**config.mk**
```make
export PLATFORM = sky130hd
export DESIGN_NAME = sprite_palette_engine_flat
export DESIGN_NICKNAME = d
export VERILOG_FILES = /design/src/rtl/sprite_palette_pkg.sv /design/src/rtl/sprite_palette_engine_if.sv /design/src/rtl/palette_flash_fsm.sv /design/src/rtl/sprite_palette_engine.sv /design/src/flat_wrapper.sv
export SDC_FILE = /design/constraint.sdc
export NUM_CORES = 1
export LEC_CHECK = 0
export BUFFER_PORTS_ARGS = -buffer_cell sky130_fd_sc_hd__clkbuf_2
export CORE_MARGIN = 2
export CORE_UTILIZATION = 50
export CTS_CLUSTER_SIZE = 12
export DETAILED_ROUTE_END_ITERATION = 16
export PLACE_DENSITY = 0.66
export RECOVER_POWER = 25
export SYNTH_ARGS = -nofsm -noshare
export SYNTH_HDL_FRONTEND = slang
export SYNTH_SLANG_ARGS = --single-unit
```
**constraint.sdc**
```tcl
create_clock -name clk -period 15.53 [get_ports clk]
set_input_delay 2.3295 -clock clk [delete_from_list [all_inputs] [get_ports clk]]
set_output_delay 2.3295 -clock clk [all_outputs]
set_load 0.005 [all_outputs]
```
**src/rtl/sprite_palette_pkg.sv**
```systemverilog
// Shared types and reset-time colour table for the sprite palette engine.
package sprite_palette_pkg;

    typedef enum logic [1:0] {
        IDLE      = 2'd0,
        FLASH_ON  = 2'd1,
        FLASH_OFF = 2'd2
    } flash_state_t;

    localparam int FLASH_CNT_W = 8;

    // 4-bit-per-channel {r,g,b} colours loaded into every bank at reset
    localparam logic [11:0] DEFAULT_PALETTE [16] = '{
        12'hF0F, 12'h000, 12'hFFF, 12'h373,
        12'hF00, 12'h0F0, 12'h00F, 12'h888,
        12'hC96, 12'h5A5, 12'hA5A, 12'hE1E,
        12'h123, 12'h456, 12'h789, 12'hABC
    };

endpackage

```
**src/rtl/sprite_palette_engine_if.sv**
```systemverilog
// Lookup, palette-write and flash-control signals of the sprite palette engine.
interface sprite_palette_engine_if #(
    parameter int IDX_W     = 4,
    parameter int NUM_BANKS = 2,
    parameter int COLOR_W   = 4
);
    localparam int BANK_W = (NUM_BANKS > 1) ? $clog2(NUM_BANKS) : 1;

    logic                 px_valid;
    logic [IDX_W-1:0]     index;
    logic [BANK_W-1:0]    bank;
    logic                 wr_en;
    logic [BANK_W-1:0]    wr_bank;
    logic [IDX_W-1:0]     wr_idx;
    logic [3*COLOR_W-1:0] wr_rgb;
    logic                 frame_tick;
    logic                 flash_start;
    logic                 out_valid;
    logic [COLOR_W-1:0]   red;
    logic [COLOR_W-1:0]   green;
    logic [COLOR_W-1:0]   blue;
    logic                 transparent;
    logic                 flash_active;

    modport master (
        output px_valid, index, bank, wr_en, wr_bank, wr_idx, wr_rgb,
               frame_tick, flash_start,
        input  out_valid, red, green, blue, transparent, flash_active
    );

    modport slave (
        input  px_valid, index, bank, wr_en, wr_bank, wr_idx, wr_rgb,
               frame_tick, flash_start,
        output out_valid, red, green, blue, transparent, flash_active
    );

endinterface

```
**src/rtl/palette_flash_fsm.sv**
```systemverilog
// Hit-flash sequencer: alternates FLASH_ON/FLASH_OFF once per frame tick for FLASH_FRAMES ticks.
module palette_flash_fsm
    import sprite_palette_pkg::*;
#(
    parameter int FLASH_FRAMES = 8
) (
    input  logic         clk,
    input  logic         rst,
    input  logic         frame_tick,
    input  logic         flash_start,
    output flash_state_t state,
    output logic         flash_active
);

    flash_state_t           state_n;
    logic [FLASH_CNT_W-1:0] cnt;
    logic [FLASH_CNT_W-1:0] cnt_n;

    always_ff @(posedge clk or posedge rst) begin
        if (rst) begin
            state        <= IDLE;
            cnt          <= '0;
            flash_active <= 1'b0;
        end else begin
            state        <= state_n;
            cnt          <= cnt_n;
            flash_active <= (state_n != IDLE);
        end
    end

    // A restart takes priority over a coincident tick, so it never loses a frame
    always_comb begin
        state_n = state;
        cnt_n   = cnt;
        if (flash_start) begin
            state_n = FLASH_ON;
            cnt_n   = FLASH_CNT_W'(FLASH_FRAMES);
        end else if (frame_tick && state != IDLE) begin
            if (cnt > 8'd1) begin
                cnt_n   = cnt - 8'd1;
                state_n = (state == FLASH_ON) ? FLASH_OFF : FLASH_ON;
            end else begin
                cnt_n   = '0;
                state_n = IDLE;
            end
        end
    end

endmodule

```
**src/rtl/sprite_palette_engine.sv**
```systemverilog
// Two-stage banked palette lookup with transparency and hit-flash override.
module sprite_palette_engine
    import sprite_palette_pkg::*;
#(
    parameter int IDX_W           = 4,
    parameter int NUM_BANKS       = 2,
    parameter int COLOR_W         = 4,
    parameter int FLASH_FRAMES    = 8,
    parameter int TRANSPARENT_IDX = 0
) (
    input logic                    clk,
    input logic                    rst,
    sprite_palette_engine_if.slave bus
);

    localparam int BANK_W  = (NUM_BANKS > 1) ? $clog2(NUM_BANKS) : 1;
    localparam int ENTRIES = 2 ** IDX_W;
    localparam int RGB_W   = 3 * COLOR_W;

    typedef logic [RGB_W-1:0] rgb_t;

    rgb_t              pal [NUM_BANKS][ENTRIES];
    logic              vld_p1;
    logic [IDX_W-1:0]  index_p1;
    logic [BANK_W-1:0] bank_p1;
    flash_state_t      flash_state;
    rgb_t              rd_rgb_p1;
    logic              transp_p1;
    logic              flash_on_p1;

    // Left-align a 4-bit default channel into COLOR_W bits
    function automatic logic [COLOR_W-1:0] widen_nibble(input logic [3:0] n);
        logic [COLOR_W+3:0] w;
        w = {n, {COLOR_W{1'b0}}};
        return w[COLOR_W+3:4];
    endfunction

    function automatic rgb_t default_entry(input int i);
        logic [11:0] d;
        d = DEFAULT_PALETTE[i % 16];
        return {widen_nibble(d[11:8]), widen_nibble(d[7:4]), widen_nibble(d[3:0])};
    endfunction

    function automatic logic bank_ok(input logic [BANK_W-1:0] b);
        return 32'(b) < NUM_BANKS;
    endfunction

    function automatic logic [COLOR_W-1:0] flash_sat(input logic [COLOR_W-1:0] c,
                                                      input logic on);
        return on ? {COLOR_W{1'b1}} : c;
    endfunction

    // Stage 1: register the request
    always_ff @(posedge clk or posedge rst) begin
        if (rst) vld_p1 <= 1'b0;
        else     vld_p1 <= bus.px_valid;
    end

    always_ff @(posedge clk) begin
        index_p1 <= bus.index;
        bank_p1  <= bus.bank;
    end

    // Palette storage; out-of-range bank writes are dropped
    always_ff @(posedge clk or posedge rst) begin
        if (rst) begin
            for (int b = 0; b < NUM_BANKS; b++)
                for (int e = 0; e < ENTRIES; e++)
                    pal[b][e] <= default_entry(e);
        end else if (bus.wr_en && bank_ok(bus.wr_bank)) begin
            pal[bus.wr_bank][bus.wr_idx] <= bus.wr_rgb;
        end
    end

    // Stage 2: read (pre-write value), transparency, flash override
    assign rd_rgb_p1   = pal[bank_ok(bank_p1) ? bank_p1 : '0][index_p1];
    assign transp_p1   = (index_p1 == IDX_W'(TRANSPARENT_IDX));
    assign flash_on_p1 = (flash_state == FLASH_ON);

    always_ff @(posedge clk or posedge rst) begin
        if (rst) begin
            bus.out_valid   <= 1'b0;
            bus.red         <= '0;
            bus.green       <= '0;
            bus.blue        <= '0;
            bus.transparent <= 1'b0;
        end else begin
            bus.out_valid   <= vld_p1;
            bus.transparent <= vld_p1 && transp_p1;
            if (vld_p1 && !transp_p1) begin
                bus.red   <= flash_sat(rd_rgb_p1[RGB_W-1 -: COLOR_W], flash_on_p1);
                bus.green <= flash_sat(rd_rgb_p1[2*COLOR_W-1 -: COLOR_W], flash_on_p1);
                bus.blue  <= flash_sat(rd_rgb_p1[COLOR_W-1:0], flash_on_p1);
            end else begin
                bus.red   <= '0;
                bus.green <= '0;
                bus.blue  <= '0;
            end
        end
    end

    palette_flash_fsm #(
        .FLASH_FRAMES(FLASH_FRAMES)
    ) u_flash (
        .clk         (clk),
        .rst         (rst),
        .frame_tick  (bus.frame_tick),
        .flash_start (bus.flash_start),
        .state       (flash_state),
        .flash_active(bus.flash_active)
    );

endmodule

```
**src/flat_wrapper.sv**
```systemverilog
// flat-port wrapper written by rule: the top's interface ports become plain ports
module sprite_palette_engine_flat import sprite_palette_pkg::*;
#(
    parameter int IDX_W           = 4,
    parameter int NUM_BANKS       = 2,
    parameter int COLOR_W         = 4,
    parameter int FLASH_FRAMES    = 8,
    parameter int TRANSPARENT_IDX = 0
)
  (clk, rst, bus_px_valid, bus_index, bus_bank, bus_wr_en, bus_wr_bank, bus_wr_idx, bus_wr_rgb, bus_frame_tick, bus_flash_start, bus_out_valid, bus_red, bus_green, bus_blue, bus_transparent, bus_flash_active);
  sprite_palette_engine_if #(.IDX_W(IDX_W), .NUM_BANKS(NUM_BANKS), .COLOR_W(COLOR_W)) bus_i ();
  input logic clk;
  input logic rst;
  input wire logic [$bits(bus_i.px_valid)-1:0] bus_px_valid;
  input wire logic [$bits(bus_i.index)-1:0] bus_index;
  input wire logic [$bits(bus_i.bank)-1:0] bus_bank;
  input wire logic [$bits(bus_i.wr_en)-1:0] bus_wr_en;
  input wire logic [$bits(bus_i.wr_bank)-1:0] bus_wr_bank;
  input wire logic [$bits(bus_i.wr_idx)-1:0] bus_wr_idx;
  input wire logic [$bits(bus_i.wr_rgb)-1:0] bus_wr_rgb;
  input wire logic [$bits(bus_i.frame_tick)-1:0] bus_frame_tick;
  input wire logic [$bits(bus_i.flash_start)-1:0] bus_flash_start;
  output wire logic [$bits(bus_i.out_valid)-1:0] bus_out_valid;
  output wire logic [$bits(bus_i.red)-1:0] bus_red;
  output wire logic [$bits(bus_i.green)-1:0] bus_green;
  output wire logic [$bits(bus_i.blue)-1:0] bus_blue;
  output wire logic [$bits(bus_i.transparent)-1:0] bus_transparent;
  output wire logic [$bits(bus_i.flash_active)-1:0] bus_flash_active;
  assign bus_i.px_valid = bus_px_valid;
  assign bus_i.index = bus_index;
  assign bus_i.bank = bus_bank;
  assign bus_i.wr_en = bus_wr_en;
  assign bus_i.wr_bank = bus_wr_bank;
  assign bus_i.wr_idx = bus_wr_idx;
  assign bus_i.wr_rgb = bus_wr_rgb;
  assign bus_i.frame_tick = bus_frame_tick;
  assign bus_i.flash_start = bus_flash_start;
  assign bus_out_valid = bus_i.out_valid;
  assign bus_red = bus_i.red;
  assign bus_green = bus_i.green;
  assign bus_blue = bus_i.blue;
  assign bus_transparent = bus_i.transparent;
  assign bus_flash_active = bus_i.flash_active;
  sprite_palette_engine #(.IDX_W(IDX_W), .NUM_BANKS(NUM_BANKS), .COLOR_W(COLOR_W), .FLASH_FRAMES(FLASH_FRAMES), .TRANSPARENT_IDX(TRANSPARENT_IDX)) u_core (.clk(clk), .rst(rst), .bus(bus_i));
endmodule
```
==> impl_metrics.toml, run 1 <==
[sta]
maxSlewHeadroom_pct = -221
period_minus_slack_ns = 6.58
timing.fmax_ghz = 0.152
final-hold-violation-count = 0
slew_violations = 171
finalSetupViolCount = 0
fin_ws_ns = 8.95
rsz0062_at_grt = "false"
fin_setup_tns_ns = 0
hold-worst-slack_ns = 0.495
tightest_slew_ns = 4.79
fin_crit_sh_pct = 42.4
finClkSkew_ns = 0.0128

[synthesis]
synth_nets = 1332
synth_compound_area_share_pct = 3.82
syn-cell-area_um2 = 19100
synth_top_family_by_area = "multiplexers"
postSynthAreaPerCell_um2 = 14.7
ys.warnings.count = 0
synth.area.mux_share_pct = 34.2
synth_xor_area_share_pct = 0
synth_area_leaders = "dfrtp_1 (30%), dfstp_2 (24%), mux2_2 (24%), mux4_2 (6.8%), mux2i_1 (3.7%)"
async_reset_ff_share_pct = 98.8
synthAdderAreaFrac_pct = 0.131
synthDistinctLibCells = 48
synth_cells = 1302
seq_area_frac_synth_pct = 55.4
netlist.top_cell.by_area = "dfrtp_1"
synth_top_area_share_pct = 30.4
yosys_register_bits = 415
yosys.area_share.simple_pct = 3.47
synthFlopType = "dfrtp_1"
synth_edf_count = 0

[global_route]
grt_overflow = 0
grt_pass1_vias = 11243
antenna_found_initial = 2
grt_max_degree = 111
grt_usage_pct = 23.4
grt_pass1_wl_mm = 69.3

[clock_tree]
cts_root_buf = "clkbuf_16"
clock_sinks = 415
cts_buffer_depth = 3
cts_resized = 0
insertion_delay_ns = 0.58
htreeDepth = 2
cts_made_buffers = 45
tritoncts = "yes"
ctsHoldBuffers = 0
post_cts_buffers = 0
path_clk_slew_ns = 0.06

[placement]
place_hpwl_mm = 26.9
io_buffers = 42
dpl_cell_area_um2 = 19600
gp_congestion = 0.849
place_ws_ns = 10.53
dp_cells = 1762

[pwr]
powerDensity_nw_per_um2 = 140
power_mw = 2.95
ir_drop_v = 0.000131
leakagePower_nw = 8.98

[routing]
ant_nets = 0
via_count = 10937
wl_per_cell_um = 24.1
firstDrtPassIters = 5
drtIter0Drc = 556
wl_met2_mm = 22.0
drc_errors = 0
route.top_layer_used = "met4"
wl_mm = 44.6
vias_per_cell = 5.92
route.met3.wl_mm = 1.81
wl_met1_mm = 19.9

[floorplanning]
start_util_pct = 50.7
fp-row-count = 71
die_h_um = 200
io_pins = 43
die_area_um2 = 39800
fp.coreArea_um2 = 37700
dieWidth_um = 200

[worst_setup_path]
crit_arrival_ns = 7.14
cp-start-kind = "input port"
end_kind = "async pin"
slowest_delay_ns = 2.66
crit_type = "in -> async"
worstPathRequired_ns = 16.09
worst-path-buf-inv = 4
cp_max_fo = 110
cp_slowest_cell = "clkinvlp_2"
critical-path-top-delay-family = "buffers and inverters"
crit_chain = "clkbuf_2, clkinvlp_2, buf_4, buf_4"
cp_common_cell = "buf_4"

[final_layout]
finish.utilization_pct = 55.8
fin_area_um2 = 21000
most-common-layout-cells = "mux2_2 (401), dfrtp_1 (232), dfstp_2 (178)"
final_nets = 1328
syn_to_final_growth_pct = 10.0
final_common_cell = "mux2_2"
fill_cells = 3111
layout-drive-gt1-share_pct = 57.7
instances_no_fill = 1847

[hold_path]
hold_path_class = "reg -> reg"

[job]
cap_viol_max_count = 3

[status]
failed_checks = "capacitance limit, slew limit"
outcome = "finished, violations left"
==> synth_stat cells, drive strengths merged, types with 8 or more instances <==
master	instances
a211oi	8
a21oi	18
a22o	10
a22oi	14
a31oi	10
buf	65
clkbuf	47
dfrtp	232
dfstp	178
mux2	402
mux2i	71
mux4	58
nand2	34
nand3	11
nor2	31
nor2b	14
nor3	14
o21ai	15
==> state kept, by name (all words and copies together), names as in the netlist <==
name,flops
u_core.bus.transparent,1
u_core.bank_p1,1
u_core.u_flash.state,2
u_core.index_p1,4
u_core.bus.out_valid,1
u_core.pal,384
u_core.bus.green,4
u_core.u_flash.flash_active,1
u_core.vld_p1,1
u_core.bus.blue,4
u_core.u_flash.cnt,8
u_core.bus.red,4
==> path summary, 6_finish.rpt <==
path	endpoint	cells after the start	slack [ns]	start
min in group asynchronous	u_core.pal[83]$_DFFE_PP0P_	2	3.21	rst
worst max register to register	u_core.bus.green[2]$_DFF_PP0_	7	9.56	u_core.index_p1[1]$_DFF_P_
worst min-delay path	u_core.bus.out_valid$_DFF_PP0_	0	0.49	u_core.vld_p1$_DFF_PP0_
worst min register to register	u_core.bus.out_valid$_DFF_PP0_	0	0.49	u_core.vld_p1$_DFF_PP0_
worst max-delay path	u_core.pal[338]$_DFFE_PP0P_	4	8.95	rst
max in group clk	u_core.bus.green[2]$_DFF_PP0_	7	9.56	u_core.index_p1[1]$_DFF_P_
==> kinds of logic (layout without fill, tap and decap cells) <==
group / count (synthesis) / in the layout
flops: 415 / 415
fa+ha+maj: 2 / 2
mux: 531 / 531
simple gates: 132 / 132
compound gates: 106 / 106
other cells: 0 / 2
buf+inv: 116 / 148
==> per-layer routing <==
metal	up-vias	track usage [%]
met5	-	0
met4	0	6.47
met3	58	3.59
met2	231	37.9
met1	5863	32.9
li1	4785	-
==> cell type report <==
type	instances	area, um2	area share [%]
sequential	415	10600	50.4
multi-input combinational	771	7980	37.9
clock buffer	73	1400	6.68
tap	511	639	3.04
timing repair buffer	61	317	1.51
clock inverter	10	78.8	0.375
inverter	4	16.3	0.0773
antenna	2	5.00	0.0238
==> where the power goes <==
part	internal, mW	switching [mW]	leakage, nW
combinational	0.253	0.180	3.38
clock	0.633	0.427	0.738
sequential	1.35	0.104	4.86
Note: power is estimated with default switching activity, not from simulation.
==> run 2, diff against run 1 <==
--- a/config.mk
+++ b/config.mk
@@ -10,7 +10,7 @@
 export CORE_UTILIZATION = 50
 export CTS_CLUSTER_SIZE = 12
 export DETAILED_ROUTE_END_ITERATION = 16
-export PLACE_DENSITY = 0.66
+export PLACE_DENSITY = 0.69
 export RECOVER_POWER = 25
 export SYNTH_ARGS = -nofsm -noshare
 export SYNTH_HDL_FRONTEND = slang
==> constraint.sdc (replaced) <==
create_clock -name clk -period 5.5 [get_ports clk]
set_input_delay 0.825 -clock clk [delete_from_list [all_inputs] [get_ports clk]]
set_output_delay 0.825 -clock clk [all_outputs]
set_load 0.005 [all_outputs]
==> run 2 against run 1 <==
Effect of this change:
- the flow still finishes with violations (capacitance limit, slew limit)
- largest power group unchanged
- total power grew to 2.8 times the previous value
- non-clock buffer count is 2 higher
- critical endpoint is now u_core.bus.blue[3]$_DFF_PP0_
- largest cell class unchanged
- clock power grew to 2.8 times the previous value
- register-to-register slack worse by 7.1 ns
- sequential share of layout area hardly changed
==> impl_metrics.toml, run 2 (same netlist as run 1, synthesis figures left out) <==
[status]
outcome = "finished, violations left"
failed_checks = "capacitance limit, slew limit"

[hold_path]
hold_path_class = "in -> reg"
hold_depth = 1
whs_endpoint = "u_core.index_p1[1]$_DFF_P_"
min_from = "bus_index[1]"

[pwr]
ir_drop_v = 0.000298
powerDensity_nw_per_um2 = 395
power_mw = 8.32
leakagePower_nw = 8.98

[floorplanning]
die_h_um = 200
fp.coreArea_um2 = 37700
dieWidth_um = 200
io_pins = 43
die_area_um2 = 39800
fp-row-count = 71
start_util_pct = 50.7

[sta]
hold-worst-slack_ns = 0.351
finalSetupViolCount = 0
finClkSkew_ns = 0.0208
maxSlewHeadroom_pct = -17.0
final-hold-violation-count = 0
slew_violations = 70
fin_ws_ns = 2.49
rsz0062_at_grt = "false"
fin_setup_tns_ns = 0
tightest_slew_ns = 1.75
fin_crit_sh_pct = 54.8
period_minus_slack_ns = 3.01
timing.fmax_ghz = 0.332

[clock_tree]
ctsHoldBuffers = 0
cts_resized = 0
insertion_delay_ns = 0.57
post_cts_buffers = 0
clock_sinks = 415
path_clk_slew_ns = 0.06
tritoncts = "yes"
cts_buffer_depth = 3
htreeDepth = 2
cts_root_buf = "clkbuf_16"
cts_made_buffers = 44

[worst_setup_path]
cp_max_fo = 51
rrSetupSlack_ns = 2.49
worstPathRequired_ns = 5.92
rr_worst_depth = 5
cp-start-kind = "flip-flop"
end_kind = "flip-flop"
reg2reg_from = "u_core.index_p1[0]$_DFF_P_"
timing.rr.end = "u_core.bus.blue[3]$_DFF_PP0_"
crit_arrival_ns = 3.43
crit_type = "reg -> reg"

[job]
cap_viol_max_count = 1

[final_layout]
largest_reg_flops = 384
syn_to_final_growth_pct = 10.1
final_common_cell = "mux2_2"
fill_cells = 3040
layout-drive-gt1-share_pct = 57.5
instances_no_fill = 1845
most-common-layout-cells = "mux2_2 (402), dfrtp_1 (232), dfstp_2 (178)"
largestRegisters = "u_core.pal x384, u_core.u_flash.cnt x8"
final_nets = 1329
regMostFlops = "u_core.pal"

[routing]
drc_errors = 0
ant_nets = 0
vias_per_cell = 6.01
drtIter0Drc = 832
via_count = 11087
wl_mm = 45.5
firstDrtPassIters = 6
wl_per_cell_um = 24.6

[global_route]
antenna_found_initial = 1
grt_pass1_vias = 11377
grt_usage_pct = 24.0
grt_pass1_wl_mm = 71.4
grt_max_degree = 167
grt_overflow = 0

[placement]
io_buffers = 42
place_hpwl_mm = 27.4
dp_cells = 1764
gp_congestion = 0.899
place_ws_ns = 2.54
==> run 2: cell types whose count changed in the layout (fill, tap and decap cells not counted), moves of 3 or more <==
cell      change
nor2_2        -3
clkinv_2      -7
nor2_1        +3
buf_12        +3
clkbuf_8      -5
clkbuf_1      +3
==> run 2: how the worst max path moves through the flow <==
stage               cells after the start                            to                       start
finish                                  5  u_core.bus.blue[3]$_DFF_PP0_  u_core.index_p1[0]$_DFF_P_
global route                            3   u_core.pal[155]$_DFFE_PP0P_                         rst
CTS                                     5  u_core.bus.blue[3]$_DFF_PP0_  u_core.index_p1[0]$_DFF_P_
detailed placement                      5   u_core.pal[224]$_DFFE_PP0P_               bus_wr_idx[1]
global placement                        5  u_core.bus.blue[3]$_DFF_PP0_  u_core.index_p1[0]$_DFF_P_
floorplan                               1  u_core.bus.blue[0]$_DFF_PP0_                         rst
==> run 2: stage by stage <==
stage          instance area (um2)  utilization, %
2_1_floorplan                19100               -
3_3_place_gp                 19600            52.1
3_5_place_dp                 19600            52.1
4_1_cts                      21100            55.9
5_1_grt                      21000            55.9
6_report                     21000            55.9
==> run 2: per-layer routing <==
| metal | vias up | track usage, % | wire length (um) |
|---|---|---|---|
| li1 | 4787 | - | - |
| met1 | 5902 | 33.8 | 20000 |
| met2 | 310 | 38.2 | 21900 |
| met3 | 88 | 3.16 | 2080 |
| met4 | 0 | 9.11 | 1480 |
| met5 | - | 0 | 0 |
==> run 2: critical path: stages, from the launching register on <==
cell and delay, ns:
dfxtp_4 0.96, buf_4 0.57, nor2_1 0.23, a221oi_1 0.56
a221oi_1 0.16, a221oi_1 0.35
==> run 2: power breakdown <==
part / switching [mW] / internal, mW
combinational: 0.508 / 0.715
sequential: 0.315 / 3.81
clock: 1.20 / 1.77
==> run 2: area by class of cell <==
type / instances / area (um2) / area share [%]
Antenna cell: 1 / 2.50 / 0.0119
Sequential cell: 415 / 10600 / 50.4
Tap cell: 511 / 639 / 3.04
Inverter: 4 / 16.3 / 0.0773
Multi-Input combinational cell: 771 / 7980 / 37.9
Timing Repair Buffer: 63 / 379 / 1.80
Clock buffer: 73 / 1310 / 6.23
Clock inverter: 7 / 121 / 0.577
==> run 3, diff against run 2 <==
--- a/config.mk
+++ b/config.mk
@@ -10,7 +10,7 @@
 export CORE_UTILIZATION = 50
 export CTS_CLUSTER_SIZE = 12
 export DETAILED_ROUTE_END_ITERATION = 16
-export PLACE_DENSITY = 0.69
+export PLACE_DENSITY = 0.66
 export RECOVER_POWER = 25
 export SYNTH_ARGS = -nofsm -noshare
 export SYNTH_HDL_FRONTEND = slang
==> constraint.sdc (replaced) <==
create_clock -name clk -period 2.8 [get_ports clk]
set_input_delay 0.42 -clock clk [delete_from_list [all_inputs] [get_ports clk]]
set_output_delay 0.42 -clock clk [all_outputs]
set_load 0.005 [all_outputs]
==> run 3 against run 2 <==
Effect of this change:
- the run now ends clean
- clock skew fell by 0.0072 ns
- first-iteration DRC count fell by 37%
- register-to-register slack got worse by 2.1 ns
- non-clock buffer count rose by 56
- die area did not move
- sequential power rose by 96%
- combinational power rose by 100%
- critical path type unchanged
- largest cell class unchanged
- largest power group unchanged
==> impl_metrics.toml, run 3 (same netlist as run 1, synthesis figures left out) <==
[status]
outcome = "completed"

[sta]
slew_violations = 0
period_minus_slack_ns = 2.42
fin_ws_ns = 0.382
final-hold-violation-count = 0
timing.fmax_ghz = 0.414
fin_crit_sh_pct = 86.4
fin_setup_tns_ns = 0
finalSetupViolCount = 0
rsz0062_at_grt = "false"
maxSlewHeadroom_pct = 18.0
finClkSkew_ns = 0.0136
tightest_slew_ns = 1.22
hold-worst-slack_ns = 0.174

[global_route]
grt_max_degree = 91
grt_overflow = 0
grt_pass1_wl_mm = 71.9
grt_pass1_vias = 12016
grt_usage_pct = 24.3
antenna_found_initial = 1

[final_layout]
final_nets = 1387
final_common_cell = "mux2_2"
most-common-layout-cells = "mux2_2 (401), dfrtp_1 (232), dfstp_2 (178)"
instances_no_fill = 1906
fin_area_um2 = 21600
fill_cells = 3044
regMostFlops = "u_core.pal"
largestRegisters = "u_core.pal x384, u_core.u_flash.cnt x8"
layout-drive-gt1-share_pct = 58.0
finish.utilization_pct = 57.3
largest_reg_flops = 384
syn_to_final_growth_pct = 12.8

[clock_tree]
cts_buffer_depth = 3
post_cts_buffers = 0
htreeDepth = 2
clock_sinks = 415
cts_made_buffers = 46
cts_root_buf = "clkbuf_16"
tritoncts = "yes"
path_clk_slew_ns = 0.06
insertion_delay_ns = 0.57

[worst_setup_path]
worst-path-buf-inv = 1
crit_type = "reg -> reg"
cp_slowest_cell = "dfxtp_4"
cp-start-kind = "flip-flop"
crit_chain = "buf_4, mux4_2, mux2i_1, a22o_1, a31oi_1"
end_kind = "flip-flop"
cp_max_fo = 30
critical-path-top-delay-family = "multiplexers"
crit_arrival_ns = 2.84
slowest_delay_ns = 0.73
worstPathRequired_ns = 3.22

[pwr]
ir_drop_v = 0.000558
p_int_mw = 12.5
p_sw_mw = 4.04
powerDensity_nw_per_um2 = 766
power_mw = 16.5
power_frac_seq_pct = 49.0
pwr-share-clk_pct = 36.0
combPwrFrac_pct = 15.0
netSwitchingFraction_pct = 24.5
leakagePower_nw = 9.26

[routing]
wl_per_cell_um = 24.3
vias_per_cell = 5.90
ant_nets = 0
wl_mm = 46.4
via_count = 11247
firstDrtPassIters = 5
drc_errors = 0
drtIter0Drc = 521

[floorplanning]
io_pins = 43
die_area_um2 = 39800
start_util_pct = 50.7
die_h_um = 200
dieWidth_um = 200
fp.coreArea_um2 = 37700
fp-row-count = 71

[placement]
gp_congestion = 0.812
io_buffers = 42
place_hpwl_mm = 29.2
place_ws_ns = 0.234
dpl_cell_area_um2 = 20100
dp_cells = 1813

[job]
cap_viol_max_count = 0

[hold_path]
hold_path_class = "in -> reg"
-- run 3: cell types whose count changed in the layout (fill, tap and decap cells not counted), sizes merged --
| cell | delta |
|---|---|
| bufinv | -2 |
| buf | +38 |
| clkbuf | +14 |
| clkinv | +5 |
| clkinvlp | +1 |
| dlygate4sd3 | +7 |
| inv | -2 |
-- run 3: path summary, 6_finish.rpt --
check | startpoint | endpoint | slack (ns) | cells past startpoint
max | u_core.index_p1[0]$_DFF_P_ | u_core.bus.green[0]$_DFF_PP0_ | 0.38 | 5
max reg2reg | u_core.index_p1[0]$_DFF_P_ | u_core.bus.green[0]$_DFF_PP0_ | 0.38 | 5
min in group asynchronous | rst | u_core.pal[248]$_DFFE_PP0P_ | 0.63 | 3
max in group asynchronous | rst | u_core.pal[189]$_DFFE_PP1P_ | 0.44 | 5
min | bus_frame_tick | u_core.u_flash.state[0]$_DFF_PP0_ | 0.17 | 3
min reg2reg | u_core.u_flash.cnt[3]$_DFFE_PP0P_ | u_core.u_flash.cnt[3]$_DFFE_PP0P_ | 0.49 | 1
-- run 3: power by group through the flow --
stage,clock network (mW),registers [mW],logic (mW)
floorplan,0,7.94,1.97
CTS,6.08,8.07,2.51
global placement,0,8.11,2.41
finish,5.94,8.08,2.48
detailed placement,0,8.16,2.49
global route,6.33,8.22,2.69
-- run 3: area by class of cell --
class,count,area [um2],area share (%)
diodes,1,2.50,0.0116
clock inverters,9,76.3,0.354
clock buffers,76,1420,6.56
flip-flops and latches,415,10600,49.1
well taps,511,639,2.96
repair buffers,119,850,3.94
inverters,4,16.3,0.0754
multi-input cells,771,7970,37.0
-- run 3: routing by layer --
layer	share of wire, %	global-route usage [%]
met5	0	0
met4	3.7	10.2
met3	3.3	3.54
met2	49	40.0
met1	44	32.5
-- run 3: worst register-to-register path, stage by stage, from the launching register on --
cell	delay, ns
dfxtp_4	0.73
buf_4	0.34
mux4_2	0.50
mux2i_1	0.36
a22o_1	0.28
a31oi_1	0.06
-- run 3: what timing repair did --
action / 4_1_cts / 5_1_grt
hold buffers: 7 / 0
hold endpoints to repair: 17 / 0
gates resized for setup: 0 / 0
